`src/rtl/uart_rx_framer.sv`:
```
// uart_rx_framer
//   Receives 8N1 UART frames (LSB first) from an asynchronous line and
//   hands each byte to a downstream stage through a valid/ready handshake.
//
// Parameters
//   CLKS_PER_BIT  hw_clk cycles per UART bit (4..65535)
//   SYNC_STAGES   flops in the uartrx synchronizer (2..3)
//
// Ports
//   hw_clk        single clock, rising edge
//   reset         asynchronous, active-high reset
//   uartrx        serial line, idle high
//   rx_data       received byte, valid while rx_valid=1
//   rx_valid      byte available downstream
//   rx_ready      downstream accepts on rx_valid & rx_ready
//   rx_frame_err  one-cycle pulse when the stop bit is sampled low
//   rx_overrun    sticky: a completed byte was dropped (cleared by reset)
//   rx_busy       receiver is not idle
module uart_rx_framer #(
  parameter int CLKS_PER_BIT = 417,
  parameter int SYNC_STAGES  = 2
) (
  input  logic       hw_clk,
  input  logic       reset,
  input  logic       uartrx,
  output logic [7:0] rx_data,
  output logic       rx_valid,
  input  logic       rx_ready,
  output logic       rx_frame_err,
  output logic       rx_overrun,
  output logic       rx_busy
);

  localparam int CNT_W = $clog2(CLKS_PER_BIT);
  // Half a bit period lands the first sample in the middle of the start bit.
  localparam logic [CNT_W-1:0] HALF_LOAD = CNT_W'(CLKS_PER_BIT / 2 - 1);
  localparam logic [CNT_W-1:0] BIT_LOAD  = CNT_W'(CLKS_PER_BIT - 1);

  typedef enum logic [2:0] {
    IDLE,
    START,
    DATA,
    STOP,
    WAIT_IDLE
  } state_e;

  logic [SYNC_STAGES-1:0] sync_q;
  logic                   rxs;

  state_e           state_q;
  logic [CNT_W-1:0] cnt_q;
  logic [2:0]       idx_q;
  logic [7:0]       shift_q;
  logic [7:0]       data_q;
  logic             valid_q;
  logic             frame_err_q;
  logic             overrun_q;

  // Synchronizer resets to the idle level so reset never looks like a start bit.
  // NOTE: sequential state uses non-blocking assignments so every flop samples
  // pre-edge values, regardless of statement order.
  always_ff @(posedge hw_clk or posedge reset) begin
    if (reset) begin
      sync_q <= '1;
    end else begin
      sync_q <= {sync_q[SYNC_STAGES-2:0], uartrx};
    end
  end

  assign rxs = sync_q[SYNC_STAGES-1];

  // Receive FSM with its registered outputs.
  always_ff @(posedge hw_clk or posedge reset) begin
    if (reset) begin
      state_q     <= IDLE;
      cnt_q       <= '0;
      idx_q       <= '0;
      // NOTE: the shift register is reset too; it is a handful of flops, and a
      // defined value keeps simulation free of X after reset.
      shift_q     <= '0;
      data_q      <= '0;
      valid_q     <= 1'b0;
      frame_err_q <= 1'b0;
      overrun_q   <= 1'b0;
    end else begin
      frame_err_q <= 1'b0;

      // Acceptance clears valid; a byte delivered on this same edge (STOP
      // branch below) overrides it.
      if (valid_q && rx_ready) begin
        valid_q <= 1'b0;
      end

      case (state_q)
        IDLE: begin
          if (!rxs) begin
            state_q <= START;
            cnt_q   <= HALF_LOAD;
          end
        end

        START: begin
          if (cnt_q == '0) begin
            if (rxs) begin
              state_q <= IDLE;           // glitch, not a start bit
            end else begin
              state_q <= DATA;
              cnt_q   <= BIT_LOAD;
              idx_q   <= '0;
            end
          end else begin
            cnt_q <= cnt_q - CNT_W'(1);
          end
        end

        DATA: begin
          if (cnt_q == '0) begin
            shift_q[idx_q] <= rxs;
            cnt_q          <= BIT_LOAD;
            idx_q          <= idx_q + 3'd1;
            if (idx_q == 3'd7) begin
              state_q <= STOP;
            end
          end else begin
            cnt_q <= cnt_q - CNT_W'(1);
          end
        end

        STOP: begin
          if (cnt_q == '0) begin
            if (rxs) begin
              state_q <= IDLE;
              if (!valid_q || rx_ready) begin
                data_q  <= shift_q;
                valid_q <= 1'b1;
              end else begin
                overrun_q <= 1'b1;       // old byte still pending: drop new one
              end
            end else begin
              state_q     <= WAIT_IDLE;
              frame_err_q <= 1'b1;
            end
          end else begin
            cnt_q <= cnt_q - CNT_W'(1);
          end
        end

        WAIT_IDLE: begin
          // A held-low line (break) must not restart framing until it idles.
          if (rxs) begin
            state_q <= IDLE;
          end
        end

        default: state_q <= IDLE;
      endcase
    end
  end

  assign rx_data      = data_q;
  assign rx_valid     = valid_q;
  assign rx_frame_err = frame_err_q;
  assign rx_overrun   = overrun_q;
  assign rx_busy      = (state_q != IDLE);

endmodule

```
`config.mk`:
```
export PLATFORM = sky130hd
export DESIGN_NAME = uart_rx_framer
export DESIGN_NICKNAME = d
export VERILOG_FILES = /design/src/rtl/uart_rx_framer.sv
export SDC_FILE = /design/constraint.sdc
export NUM_CORES = 1
export LEC_CHECK = 0
export BUFFER_PORTS_ARGS = -buffer_cell sky130_fd_sc_hd__buf_2
export CORE_MARGIN = 1
export CORE_UTILIZATION = 60
export CTS_BUF_LIST = sky130_fd_sc_hd__clkbuf_8 sky130_fd_sc_hd__clkbuf_16
export CTS_CLUSTER_DIAMETER = 150
export DETAILED_ROUTE_END_ITERATION = 10
export PLACE_DENSITY = 0.83
export REMOVE_ABC_BUFFERS = 1
export SETUP_SLACK_MARGIN = 0.5
export SLEW_MARGIN = 20
export SYNTH_ARGS = -nofsm -noshare
export SYNTH_HDL_FRONTEND = slang
export SYNTH_SLANG_ARGS = --single-unit
```
`constraint.sdc`:
```
create_clock -name hw_clk -period 4.9 [get_ports hw_clk]
set_input_delay 0.245 -clock hw_clk [delete_from_list [all_inputs] [get_ports hw_clk]]
set_output_delay 0.245 -clock hw_clk [all_outputs]
set_load 0.01 [all_outputs]
```
==> results of run 1 <==
[sequential cells by signal (all words and copies together), names as in the netlist]
| signal | count |
|---|---|
| state_q | 3 |
| rx_overrun | 1 |
| rx_data | 8 |
| sync_q | 2 |
| cnt_q | 9 |
| rx_frame_err | 1 |
| idx_q | 3 |
| rx_valid | 1 |
| shift_q | 8 |
[metal layers]
layer	track usage (%)	vias up
met1	38.3	660
met4	10.2	0
met2	36.5	60
met5	0	-
met3	8.48	7
li1	-	669
[final cells by class]
cell class | count | area share (%)
Sequential cell | 36 | 44.4
Timing Repair Buffer | 16 | 4.06
Multi-Input combinational cell | 118 | 43.4
Clock buffer | 5 | 3.38
Inverter | 10 | 1.85
Tap cell | 31 | 1.91
Clock inverter | 3 | 0.923
[metrics by stage]
stage / power (mW) / std cells
final: 0.518 / 219
after global routing: 0.539 / 219
after CTS: 0.523 / 219
after detailed placement: 0.316 / 211
after global placement: 0.315 / 211
after floorplan: 0.311 / 164
[synthesized netlist by cell type, types with 3 or more instances]
| cell type | n | area, µm² |
|---|---|---|
| o221ai_1 | 3 | 26.3 |
| inv_1 | 10 | 37.5 |
| or4_1 | 3 | 22.5 |
| mux2i_1 | 3 | 30.0 |
| buf_2 | 3 | 15.0 |
| nand3b_1 | 3 | 22.5 |
| mux2_1 | 3 | 33.8 |
| nor2_1 | 9 | 33.8 |
| nor3_1 | 7 | 35.0 |
| nand2_1 | 8 | 30.0 |
| o21ai_0 | 5 | 25.0 |
| mux2_2 | 14 | 158 |
| nor3b_1 | 4 | 30.0 |
| nand3_1 | 5 | 25.0 |
| clkbuf_1 | 5 | 18.8 |
| dfrtp_1 | 34 | 851 |
| ha_1 | 4 | 50.1 |
| a21oi_1 | 12 | 60.1 |
[power by group through the flow]
| stage | Sequential (mW) | Clock [mW] | Combinational (mW) |
|---|---|---|---|
| floorplan | 0.305 | 0 | 0.00625 |
| global placement | 0.306 | 0 | 0.00966 |
| detailed placement | 0.306 | 0 | 0.00987 |
| CTS | 0.300 | 0.213 | 0.00988 |
| global route | 0.300 | 0.227 | 0.0113 |
| finish | 0.300 | 0.208 | 0.00952 |
[worst min-delay path by stage]
stage	start	end	slack, ns	depth (start not counted)
2_1_floorplan	uartrx	sync_q[0]$_DFF_PP1_	0.25	0
3_3_place_gp	reset	rx_overrun$_DFFE_PP0P_	0.35	3
3_5_place_dp	sync_q[0]$_DFF_PP1_	sync_q[1]$_DFF_PP1_	0.35	0
4_1_cts	reset	shift_q[1]$_DFFE_PP0P_	0.04	3
5_1_grt	uartrx	sync_q[0]$_DFF_PP1_	0.03	1
6_report	reset	rx_data[3]$_DFFE_PP0P_	0.04	3
[cells in the final DEF, fill, tap and decap left out, types with 3 or more instances in the layout]
master,instances
mux2i_1,3
nor2_1,9
nand3b_1,3
or4_1,3
mux2_1,3
buf_2,15
a21oi_1,12
nor3_1,7
mux2_2,14
o21ai_0,5
nor3b_1,4
ha_1,4
nand3_1,5
nand2_1,8
dfrtp_1,34
clkbuf_8,5
o221ai_1,3
inv_1,10
[worst min-delay path, delay by kind of cell]
kind	cells	cell delay [ns]
buf+inv	3	0.51
[kinds of logic (layout without fill, tap and decap cells)]
logic type / Yosys count / in the layout
simple gates: 52 / 52
flops: 36 / 36
buf+inv: 19 / 34
mux: 20 / 20
xor+xnor: 1 / 1
compound gates: 41 / 41
fa+ha+maj: 4 / 4
==> flow_metrics.tcl, run 1 <==
set metrics [dict create \
    outcome "finished, violations left" \
    violations "design-rule violations" \
    synth_cell_types 47 \
    power_density_nw_per_um2 255 \
    wire_per_inst_um 16.8 \
    fillCellCount 217 \
    gr-total-overflow 0 \
    viasPerCell 6.37 \
    cp.required_ns 5.08 \
    crit_arrival_ns 2.51 \
    timing.final.crit_share_pct 47.5 \
    dpl.hpwl_mm 2.61 \
    hold_violations 0 \
    met1_length_mm 1.73 \
    num_vias 1396 \
    crit_path_end_kind "register" \
    synth-compound-area-share_pct 15.0 \
    fp-row-count 19 \
    cts.clk_slew.worst_paths_ns 0.08 \
    final_util_pct 71.3 \
    post_cts_resized 0 \
    slowest_delay_ns 0.53 \
    netSwitchingFraction_pct 22.9 \
    synthArstFlopShare_pct 100 \
    grt_max_degree 37 \
    die_area_um2 3340 \
    crit_buf_inv 1 \
    gp_congestion 0.915 \
    layout_min_cycle_time_ns 2.33 \
    hold_path.class "input pin to async pin" \
    crit_type "register to register" \
    die_h_um 57.8 \
    drtIter0Drc 66 \
    pre_cts_ws_ns 2.59 \
    relSlewSlack_pct 52.0 \
    final_area_um2 2030 \
    io_pins 16 \
    drive_gt1_share_pct 26.1 \
    core_um2 2850 \
    worst_slack_ns 2.57 \
    endpoint "rx_data[4]$_DFFE_PP0P_" \
    seq_area_um2 903 \
    routed_wl_mm 3.69 \
    port_buffers 15 \
    tns_ns 0 \
    clkLatencyLatePin_ns 0.30 \
    top_layer_used "met4" \
    drc 1 \
    nNetsFinal 195 \
    synth_mux_area_share_pct 11.8 \
    grt_pass1_wl_mm 6.47 \
    start_kind "register" \
    drv_slew 0 \
    syn_avg_cell_area_um2 10.8 \
    max_freq_mhz 429 \
    seq_area_frac_synth_pct 48.3 \
    critPathTopFamily "simple AND/OR/NAND/NOR gates" \
    cp_max_fo 8 \
    fin_hold_ws_ns 0.0362 \
    synth_edf_count 0 \
    grt_pass1_vias 1350 \
    rsz0062_at_grt "no" \
    synthAdderAreaFrac_pct 2.68 \
    synth_top_family_by_area "simple AND/OR/NAND/NOR gates" \
    postCtsHoldBufs 0 \
    num_antenna_cells 0 \
    synth_xor_area_share_pct 0.469 \
    die_w_um 57.8 \
    max_cap_violations 0 \
    start_util_pct 65.5 \
    reg2reg_depth 6 \
    ys_seq_elements 36 \
    detail-route-antenna-nets 0 \
    numCtsBuffers 5 \
    drtPass1Iterations 7 \
    finClkSkew_ns 0.00900 \
    p_sw_uw 119 \
    cp.depth 6 \
    path_cells "inv_1 -> ha_1 -> nor4b_2 -> nand2_1 -> nor2_2 -> mux2_2" \
    peakVddDrop_uv 199 \
    syn_to_final_growth_pct 8.77 \
    p_comb_share_pct 1.8 \
    p_leak_nw 0.937 \
    dpl_cell_area_um2 1950 \
    r2r_start "cnt_q[0]$_DFFE_PP0P_" \
    clock_path_buffers 2 \
    wl_met3_um 295 \
    antenna_found_initial 0 \
    p_int_uw 400 \
    cts-root-buf "clkbuf_8" \
    synthCells 173 \
    tritoncts "yes" \
    grtUsageTotal_pct 26.3 \
    cp-startpoint "cnt_q[0]$_DFFE_PP0P_" \
    synthFlopType "dfrtp_1" \
    p_seq_share_pct 57.9 \
    htree_levels 2 \
    worst_pin_slew_ns 0.719 \
    synth_area_um2 1870 \
    routed-wl-met2_mm 1.60 \
    worstReg2RegEnd "rx_data[4]$_DFFE_PP0P_" \
    worst-r2r-setup-slack_ns 2.57 \
    cts_setup_buffers 0 \
    pwr-share-clk_pct 40.2 \
    synth_simple_gate_area_share_pct 17.3 \
    multiInputGateArea_um2 883 \
    crit_path_top_delay_cell "nor4b_2" \
    setup_viol 0 \
    cts.sinks 36 \
    yosysWarnings 0 \
]
Note: power is estimated with default switching activity, not from simulation.
==> run 2, diff against run 1 <==
--- a/config.mk
+++ b/config.mk
@@ -7,11 +7,11 @@
 export LEC_CHECK = 0
 export BUFFER_PORTS_ARGS = -buffer_cell sky130_fd_sc_hd__buf_2
 export CORE_MARGIN = 1
-export CORE_UTILIZATION = 60
+export CORE_UTILIZATION = 53
 export CTS_BUF_LIST = sky130_fd_sc_hd__clkbuf_8 sky130_fd_sc_hd__clkbuf_16
 export CTS_CLUSTER_DIAMETER = 150
 export DETAILED_ROUTE_END_ITERATION = 10
-export PLACE_DENSITY = 0.83
+export PLACE_DENSITY = 0.78
 export REMOVE_ABC_BUFFERS = 1
 export SETUP_SLACK_MARGIN = 0.5
 export SLEW_MARGIN = 20
==> constraint.sdc (replaced) <==
create_clock -name hw_clk -period 2 [get_ports hw_clk]
set_input_delay 0.1 -clock hw_clk [delete_from_list [all_inputs] [get_ports hw_clk]]
set_output_delay 0.1 -clock hw_clk [all_outputs]
set_load 0.01 [all_outputs]
==> run 2 against run 1 <==
  * The flow finishes with violations (negative setup slack)
  * Worst setup slack worse by 2.7 ns
  * Wire length is 64% higher
  * Fmax is 9.0% higher
  * Worst hold slack better by 0.11 ns
  * Flip-flop and latch count stayed put
  * Cell count is 30% higher
  * Non-clock buffer count is 51 higher
  * Via count is 27% higher
  * Critical path depth is 2 higher
  * Clock skew is 0.0015 ns higher
==> flow_metrics.tcl, run 2 (synthesis gave the netlist of run 1 again) <==
set metrics [dict create \
    detail-route-antenna-nets 0 \
    setup_viol 20 \
    clkLatencyLatePin_ns 0.30 \
    worst-r2r-setup-slack_ns -0.14 \
    clock_path_buffers 2 \
    wire_per_inst_um 21.2 \
    crit_arrival_ns 2.33 \
    hold_violations 0 \
    nNetsFinal 246 \
    cts.sinks 36 \
    largest_reg_flops 9 \
    num_antenna_cells 0 \
    power_density_nw_per_um2 517 \
    drv_slew 0 \
    numCtsBuffers 5 \
    syn_to_final_growth_pct 49.4 \
    relSlewSlack_pct 63.3 \
    max_cap_violations 0 \
    cp-startpoint "cnt_q[1]$_DFFE_PP0P_" \
    core_um2 3360 \
    top_register "cnt_q" \
    die_w_um 61.4 \
    port_buffers 15 \
    gp_congestion 0.951 \
    final_common_cell "buf_4" \
    peakVddDrop_uv 571 \
    antenna_found_initial 0 \
    num_vias 1777 \
    gr-total-overflow 0 \
    finClkSkew_ns 0.0105 \
    tns_ns -1.46 \
    r2r_start "cnt_q[1]$_DFFE_PP0P_" \
    layout_min_cycle_time_ns 2.14 \
    worst_pin_slew_ns 0.550 \
    htree_levels 2 \
    cp.required_ns 2.19 \
    max_freq_mhz 468 \
    start_kind "register" \
    die_h_um 61.4 \
    final_util_pct 83.0 \
    io_pins 16 \
    drive_gt1_share_pct 54.0 \
    hold_path.class "input pin to register" \
    tritoncts "yes" \
    grt_pass1_wl_mm 7.73 \
    routed_wl_mm 6.05 \
    drtPass1Iterations 5 \
    cts-root-buf "clkbuf_8" \
    viasPerCell 6.24 \
    endpoint "idx_q[0]$_DFFE_PP0P_" \
    grt_max_degree 37 \
    crit_path_end_kind "register" \
    crit_type "register to register" \
    p_leak_nw 1.24 \
    die_area_um2 3770 \
    reg2reg_depth 8 \
    rsz0062_at_grt "yes" \
    drtIter0Drc 172 \
    timing.final.crit_share_pct 107 \
    start_util_pct 55.6 \
    dpl.hpwl_mm 3.15 \
    grt_pass1_vias 1674 \
    outcome "finished, violations left" \
    power.total_mw 1.44 \
    violations "negative setup slack" \
    worst_slack_ns -0.138 \
    cp_max_fo 3 \
    fin_hold_ws_ns 0.142 \
    fillCellCount 190 \
    fp-row-count 21 \
    cts.clk_slew.worst_paths_ns 0.08 \
    grtUsageTotal_pct 28.6 \
    worstReg2RegEnd "idx_q[0]$_DFFE_PP0P_" \
    most-common-layout-cells "buf_4, dfrtp_1, buf_2" \
    drc 0 \
]
run 2: worst min path at each step:
stage | endpoint | cells past startpoint | from | slack (ns)
2_1_floorplan | sync_q[0]$_DFF_PP1_ | 0 | uartrx | 0.10
3_3_place_gp | state_q[1]$_DFFE_PP0P_ | 3 | reset | 0.21
3_5_place_dp | sync_q[0]$_DFF_PP1_ | 1 | uartrx | 0.21
4_1_cts | rx_valid$_DFF_PP0_ | 3 | rx_ready | 0.13
5_1_grt | rx_valid$_DFF_PP0_ | 3 | rx_ready | 0.17
6_report | rx_valid$_DFF_PP0_ | 3 | rx_ready | 0.14
run 2: critical path: stages, from the launching register on:
cell and delay [ns]:
dfrtp_1 0.40, inv_2 0.10, ha_4 0.14, or4b_4 0.50
buf_4 0.18, nor4_4 0.24, buf_4 0.16, nand2_1 0.08
a21o_2 0.22
run 2: cell type report:
| cell class | instances | area [µm²] | area share, % |
|---|---|---|---|
| Multi-Input combinational cell | 118 | 1160 | 41.5 |
| Sequential cell | 36 | 903 | 32.3 |
| Timing Repair Buffer | 67 | 517 | 18.5 |
| Clock buffer | 5 | 68.8 | 2.46 |
| Tap cell | 46 | 57.6 | 2.06 |
| Clock inverter | 3 | 46.3 | 1.66 |
| Inverter | 10 | 41.3 | 1.48 |
run 2: report_power, final:
| part | switching [mW] | internal (mW) |
|---|---|---|
| logic | 0.0257 | 0.0107 |
| clock network | 0.297 | 0.376 |
| registers | 0.00250 | 0.731 |
| total | 0.325 | 1.12 |
run 2: timing repair:
action                                  4_1_cts  5_1_grt
hold endpoints to repair                     35        0
endpoints found under the setup margin       33       35
setup buffers                                 7        8
pin swaps                                    16       12
hold buffers                                  2        0
gates resized for setup                      37       33
run 2: per-layer routing:
metal | global-route usage (%) | routed length (µm)
met5 | 0 | 0
met4 | 10.2 | 161
met3 | 6.51 | 425
met2 | 48.4 | 3100
met1 | 36.0 | 2360
run 2: stage by stage:
stage | area (µm²) | setup WS [ns] | instances
finish | 2790 | -0.138 | 285
CTS | 2570 | -0.0846 | 277
detailed placement | 2230 | -0.169 | 260
global placement | 2230 | -0.0793 | 260
global route | 2790 | -0.218 | 285
floorplan | 1820 | -0.0607 | 164
==> run 3, diff against run 2 <==
--- a/config.mk
+++ b/config.mk
@@ -5,7 +5,7 @@
 export SDC_FILE = /design/constraint.sdc
 export NUM_CORES = 1
 export LEC_CHECK = 0
-export BUFFER_PORTS_ARGS = -buffer_cell sky130_fd_sc_hd__buf_2
+export BUFFER_PORTS_ARGS = -buffer_cell sky130_fd_sc_hd__buf_4
 export CORE_MARGIN = 1
 export CORE_UTILIZATION = 53
 export CTS_BUF_LIST = sky130_fd_sc_hd__clkbuf_8 sky130_fd_sc_hd__clkbuf_16
==> run 3 against run 2 <==
  * The run still ends with negative setup slack left
  * Wire length rose by 3.7%
  * Die area stayed put
  * Non-clock buffer count shrank 5
  * Critical path depth rose by 1
  * Clock-buffer cell count is the same
  * Register-to-register slack improved by 0.05 ns
  * Combinational power shrank 9.4%
  * Global-route usage rose by 5.4 points
  * Worst hold slack worse by 0.0033 ns
==> flow_metrics.tcl, run 3 (synthesis gave the netlist of run 1 again) <==
set metrics [dict create \
    crit_arrival_ns 2.27 \
    num_vias 1809 \
    drc 0 \
    worst_slack_ns -0.0839 \
    clock_path_buffers 2 \
    cts-root-buf "clkbuf_8" \
    clkLatencyLatePin_ns 0.29 \
    cp-startpoint "cnt_q[1]$_DFFE_PP0P_" \
    cts.clk_slew.worst_paths_ns 0.07 \
    grtUsageTotal_pct 34.0 \
    peakVddDrop_uv 426 \
    detail-route-antenna-nets 0 \
    power_density_nw_per_um2 502 \
    wire_per_inst_um 22.4 \
    layout_min_cycle_time_ns 2.08 \
    cts.sinks 36 \
    port_buffers 15 \
    timing.final.crit_share_pct 104 \
    top_register "cnt_q" \
    worst_pin_slew_ns 0.573 \
    die_w_um 61.4 \
    io_pins 16 \
    final_util_pct 82.8 \
    antenna_found_initial 0 \
    power.total_mw 1.40 \
    hold_path.class "input pin to register" \
    numCtsBuffers 5 \
    grt_pass1_vias 1771 \
    gr-total-overflow 0 \
    r2r_start "cnt_q[1]$_DFFE_PP0P_" \
    relSlewSlack_pct 61.7 \
    nNetsFinal 241 \
    rsz0062_at_grt "yes" \
    tns_ns -0.674 \
    tritoncts "yes" \
    die_h_um 61.4 \
    grt_max_degree 37 \
    outcome "finished, violations left" \
    setup_viol 16 \
    hold_violations 0 \
    final_cells 280 \
    p_leak_nw 1.24 \
    grt_pass1_wl_mm 8.78 \
    max_freq_mhz 480 \
    placed_cells_incl_taps 256 \
    syn_to_final_growth_pct 49.0 \
    drtPass1Iterations 4 \
    finClkSkew_ns 0.00644 \
    final_common_cell "buf_4" \
    start_kind "register" \
    most-common-layout-cells "buf_4, dfrtp_1, mux2_4" \
    drtIter0Drc 177 \
    drv_slew 0 \
    hold_start "rx_ready" \
    violations "negative setup slack" \
    crit_type "register to register" \
    die_area_um2 3770 \
    routed_wl_mm 6.27 \
    cp.required_ns 2.18 \
    gp_congestion 0.951 \
    viasPerCell 6.46 \
    htree_levels 2 \
    largest_reg_flops 9 \
    fp-row-count 21 \
    core_um2 3360 \
    max_cap_violations 0 \
    crit_path_end_kind "register" \
    drive_gt1_share_pct 52.6 \
    num_antenna_cells 0 \
    start_util_pct 55.6 \
    cp_max_fo 4 \
    dpl.hpwl_mm 3.23 \
]
-- run 3: what timing repair did --
item / CTS / global route
endpoints found under the hold margin: 35 / 0
endpoints found under the setup margin: 34 / 35
buffers inserted: 12 / 2
pin swaps: 12 / 10
resized for setup: 55 / 16
hold buffers: 2 / 0
-- run 3: worst max-delay path: stages (launching register included) --
cell	delay, ns
dfrtp_1	0.39
inv_2	0.09
ha_4	0.13
or4b_4	0.50
buf_4	0.17
buf_6	0.12
o21ai_4	0.15
buf_6	0.15
a221oi_2	0.06
o22a_1	0.20
-- run 3: final timing paths --
path                                          end  depth (start not counted)  slack [ns]
max in group asynchronous     sync_q[1]$_DFF_PP1_                          4        1.18
hold / removal                 rx_valid$_DFF_PP0_                          3        0.14
min in group asynchronous  state_q[2]$_DFFE_PP0P_                          4        0.48
setup reg to reg             cnt_q[7]$_DFFE_PP0P_                          9       -0.08
hold reg to reg               sync_q[1]$_DFF_PP1_                          0        0.36
setup / recovery             cnt_q[7]$_DFFE_PP0P_                          9       -0.08
-- run 3: layer usage --
layer	vias up	track usage, %	wire, µm
met5	-	0	0
met3	42	9.66	532
met2	125	53.9	3010
met4	0	20.6	376
li1	753	-	-
met1	889	41.2	2350
-- run 3: report_power, final --
part	internal [mW]	leakage, nW	switching [mW]
combinational	0.0110	0.719	0.0219
sequential	0.732	0.460	0.00554
clock	0.365	0.0593	0.264
-- run 3: metrics by stage --
step	setup WS, ns	hold slack (ns)	instance area, µm²
3_5_place_dp	-0.160	0.209	2240
3_3_place_gp	-0.0933	0.212	2240
6_report	-0.0839	0.139	2790
4_1_cts	-0.0512	0.122	2700
5_1_grt	-0.119	0.141	2790
2_1_floorplan	-0.0607	0.104	1820
-- run 3: layout make-up --
type                    count  area, µm²
fillers                   195        578
inverters                  10       37.5
repair buffers             62        520
clock inverters             3       38.8
well taps                  46       57.6
flip-flops and latches     36        903
multi-input cells         118       1160
clock buffers               5       68.8
